File: src/rtl/divide.sv
// divide: iterative restoring unsigned divider, one quotient bit per clock, MSB first.
module divide #(
    parameter int WIDTH = 8
) (
    input  logic             clk,
    input  logic             reset,
    input  logic             start,
    input  logic [WIDTH-1:0] dividend,
    input  logic [WIDTH-1:0] divisor,
    output logic             ready,
    output logic             done,
    output logic [WIDTH-1:0] quotient,
    output logic [WIDTH-1:0] remainder,
    output logic             divByZero
);
    localparam int CW = $clog2(WIDTH);
    typedef enum logic [1:0] {IDLE, RUN, DONE} stateType;
    stateType state, nextState;
    logic [WIDTH-1:0] partRem, work, dsr, newRem;
    logic [WIDTH:0] shifted;
    logic [CW-1:0] count;
    logic accept, fit;
    assign accept = start && state == IDLE;
    assign shifted = {partRem, work[WIDTH-1]};
    assign fit = shifted >= {1'b0, dsr};
    assign newRem = WIDTH'(fit ? shifted - {1'b0, dsr} : shifted);
    always_ff @(posedge clk)
        state <= reset ? IDLE : nextState;
    always_comb begin
        nextState = state == IDLE ? (start ? (divisor == '0 ? DONE : RUN) : IDLE)
                  : state == RUN  ? (count == '0 ? DONE : RUN) : IDLE;
        ready = state == IDLE;
        done = state == DONE;
    end
    // work holds the unconsumed dividend bits at the top and the quotient bits filling in from the bottom
    always_ff @(posedge clk) begin
        if (reset) begin
            partRem <= '0;
            work <= '0;
            dsr <= '0;
            count <= '0;
            quotient <= '0;
            remainder <= '0;
            divByZero <= 1'b0;
        end else if (accept) begin
            partRem <= '0;
            work <= dividend;
            dsr <= divisor;
            count <= CW'(WIDTH - 1);
            if (divisor == '0) begin
                quotient <= '1;
                remainder <= dividend;
                divByZero <= 1'b1;
            end
        end else if (state == RUN) begin
            partRem <= newRem;
            work <= {work[WIDTH-2:0], fit};
            count <= count - 1'b1;
            if (count == '0) begin
                quotient <= {work[WIDTH-2:0], fit};
                remainder <= newRem;
                divByZero <= 1'b0;
            end
        end
    end
endmodule

File: config.mk
export PLATFORM = sky130hd
export DESIGN_NAME = divide
export DESIGN_NICKNAME = d
export VERILOG_FILES = /design/src/rtl/divide.sv
export SDC_FILE = /design/constraint.sdc
export NUM_CORES = 1
export LEC_CHECK = 0
export CAP_MARGIN = 10
export CELL_PAD_IN_SITES_DETAIL_PLACEMENT = 0
export CELL_PAD_IN_SITES_GLOBAL_PLACEMENT = 2
export CORE_ASPECT_RATIO = 1.5
export CORE_MARGIN = 3
export CORE_UTILIZATION = 31
export DETAILED_ROUTE_END_ITERATION = 8
export PLACE_DENSITY = 0.9
export SLEW_MARGIN = 5
export SYNTH_ARGS = -nofsm -noshare
export SYNTH_HDL_FRONTEND = slang
export SYNTH_SLANG_ARGS = --single-unit
File: constraint.sdc
create_clock -name clk -period 2.41 [get_ports clk]
set_input_delay 0.482 -clock clk [delete_from_list [all_inputs] [get_ports clk]]
set_output_delay 0.482 -clock clk [all_outputs]
set_load 0.01 [all_outputs]
==> impl_metrics.toml <==
[die]
num_io_pins = 38
die_height_um = 111
dieArea_sq_um = 8440
coreArea_sq_um = 6990
row_count = 37
initial_core_util = 0.326
die_w_um = 76.0

[worst_hold_path]
whs_path_depth = 2
hp-start = "dsr[5]$_SDFFE_PP0P_"
min_to = "dsr[5]$_SDFFE_PP0P_"
hold_class = "register to register"

[grt]
grt_max_degree = 30
met3_usage = 0.0301
overflow = 0
gr-usage-met1 = 0.162
antenna_found_initial = 0
grt_pass1_wl_um = 10200
grt_busiest_layer = "met2"
grt_pass1_vias = 2136
grt_util_met2 = 0.275
grt_use_total = 0.147

[setup_path]
reg2reg_to = "remainder[5]$_SDFFE_PP0P_"
cpMaxStageDelayCell = "or3_1"
cp_cell_sequence = "inv_1 -> ha_1 -> a21oi_1 -> nor2b_1 -> or3_1 -> nor2_4 -> a21oi_1 -> a2111oi_2"
r2r_start = "dsr[6]$_SDFFE_PP0P_"
max_stage_delay_ns = 0.44
path_max_fanout = 6
r2r_slack_ns = 0.19
start_kind = "register"
setup.worst_path.class = "register to register"
crit_top_cell = "a21oi_1"
end_kind = "register"
worst_r2r_path_depth = 8
worstPathArrival_ns = 2.42
required_ns = 2.61

[synth]
ys_top_cells_by_area = "dfxtp_1 (40%), a21oi_1 (6.4%), nand2_1 (6.1%), ha_1 (5.5%), nor3_1 (4.2%)"
yosysTopAreaCell = "dfxtp_1"
yosysUniqueCellTypes = 44
yosys_warnings = 0
syn_area_per_cell_sq_um = 8.12
syn_nets = 311
ys_seq_elements = 46
synth_top_area_share = 0.404
synthArstFlopShare = 0
synth_edf_count = 0
yosysSeqAreaShare = 0.404
synthCells = 281
synth_area_sq_um = 2280
synthFlopType = "dfxtp_1"
synthTopCellsByCount = "dfxtp_1 (46), nand2_1 (37), a21oi_1 (29), nor2_1 (21), nor3_1 (19)"
yosysMostFrequentCell = "dfxtp_1"

[layout]
nets = 350
syn2layout_area_growth_pct = 27.6
multiInputGateArea_sq_um = 1230
drive_gt1_frac = 0.0872
fillers = 726
antenna_cells = 0
seq_area_sq_um = 921

[clock_network]
clock_sinks = 46
clk_path_buf_depth = 2
cts_tree = "yes"
cts_setup_buffers = 0
path_clk_slew_ns = 0.09
numCtsBuffers = 5
cts_resized = 0
cts_hold_buf = 0
cts_max_level = 2
clock_latency_ns = 0.30
root_buffer = "clkbuf_8"

[sta]
min_period_over_period = 0.923
maxSlewViolCount = 0
worstMarginPinSlew_ns = 0.610
setup_ws_ns = 0.187
timing.fmax_mhz = 450
tns_ns = 0
rsz0062_at_grt = "false"
hold_violations = 0
finalClockSkew_ns = 0.00508
relSlewSlack = 0.592
finalSetupViolations = 0
min_period_ns = 2.22

[power]
power.density_nw_per_um2 = 774
peakVddDrop_uv = 320
fin_total_pwr_w = 0.00225
p_clk_frac = 0.316
power_frac_comb = 0.296
p_int_w = 0.00156
switching_share = 0.307
p_seq_frac = 0.389
power_switching_w = 0.000691
p_leak_nw = 1.08

[run_status]
status = "finished, final reports clean"

[placed_design]
gp_congestion = 0.782
port_buffers = 37
dp_hpwl_um = 4600
post-place-ws_ns = 0.0322

[detailed_routing]
vias = 2097
firstDrtPassIters = 4
wirelength_um = 5830
drtIter0Drc = 113
ant_nets = 0
drc_errors = 0
post_drt_wl_per_cell_um = 14.0
vias_per_cell = 5.02

[job]
cap_violations = 0
power by group through the flow:
| stage | combinational, W | clock [W] | sequential [W] |
|---|---|---|---|
| 6_report | 0.000666 | 0.000712 | 0.000875 |
| 5_1_grt | 0.000759 | 0.000763 | 0.000885 |
| 4_1_cts | 0.000675 | 0.000730 | 0.000875 |
| 3_5_place_dp | 0.000672 | 0 | 0.000892 |
| 3_3_place_gp | 0.000668 | 0 | 0.000892 |
| 2_1_floorplan | 0.000452 | 0 | 0.000893 |
layout by cell type, fill, tap and decap left out, types with 3 or more instances in the layout:
cell / count
or3_1: 3
inv_1: 13
nor2_1: 21
a31oi_1: 8
xnor2_1: 3
and3_1: 3
a21oi_1: 29
nor2b_1: 3
nand2b_1: 3
clkdlybuf4s50_1: 37
buf_4: 10
o21ai_1: 15
a22oi_1: 6
o21ai_0: 11
nand3_1: 4
clkbuf_8: 6
ha_1: 10
nor3_1: 19
dfxtp_1: 46
nand2_1: 37
worst max path at each step:
stage               cells past startpoint                         to                  from
floorplan                               8  remainder[5]$_SDFFE_PP0P_   dsr[4]$_SDFFE_PP0P_
global placement                        7  remainder[6]$_SDFFE_PP0P_            divisor[0]
detailed placement                      7  remainder[5]$_SDFFE_PP0P_            divisor[0]
CTS                                     8  remainder[5]$_SDFFE_PP0P_   dsr[4]$_SDFFE_PP0P_
global route                            8  remainder[7]$_SDFFE_PP0P_  work[7]$_SDFFE_PP0P_
finish                                  8  remainder[5]$_SDFFE_PP0P_   dsr[6]$_SDFFE_PP0P_
worst max-delay path: cells and delay by family (launching register included):
kind	cells	cell delay [ns]
AND/OR/NAND/NOR	3	0.74
adder cells (fa/ha/maj)	1	0.32
AO/OA/AOI/OAI	3	0.69
buffers and inverters	1	0.05
flip-flops	1	0.33
through the flow:
step           hold WS [ns]   util  instances  cell area [sq um]
2_1_floorplan         0.436      -        281               2280
3_5_place_dp          0.448  0.396        410               2770
6_report              0.457  0.417        418               2910
3_3_place_gp          0.444  0.396        410               2770
5_1_grt               0.476  0.417        418               2910
4_1_cts               0.461  0.417        418               2910
kinds of logic (layout without fill, tap and decap cells):
kind of cell,after synthesis,after routing,synth area share
AO/OA/AOI/OAI,84,84,0.224
XOR/XNOR,4,4,0.0154
adder cells (fa/ha/maj),11,11,0.0636
buffers and inverters,28,68,0.0560
flip-flops,46,46,0.404
AND/OR/NAND/NOR,108,108,0.237
sequential cells by signal, summed over array words and instances, names as in the netlist:
register / cells
count: 3
divByZero: 1
dsr: 8
partRem: 8
quotient: 8
remainder: 8
state: 2
work: 8
final cells by class:
cell class | instances | share of cell area
Multi-Input combinational cell | 207 | 0.423
Sequential cell | 46 | 0.316
Timing Repair Buffer | 47 | 0.153
Tap cell | 97 | 0.0417
Clock buffer | 6 | 0.0284
Clock inverter | 2 | 0.0206
Inverter | 13 | 0.0168
routing by layer:
metal,up-vias,wire length (um)
met2,45,3030
met3,10,231
met1,967,2450
met4,0,121
met5,-,0
li1,1075,-
(Power assumes the default switching activity.)
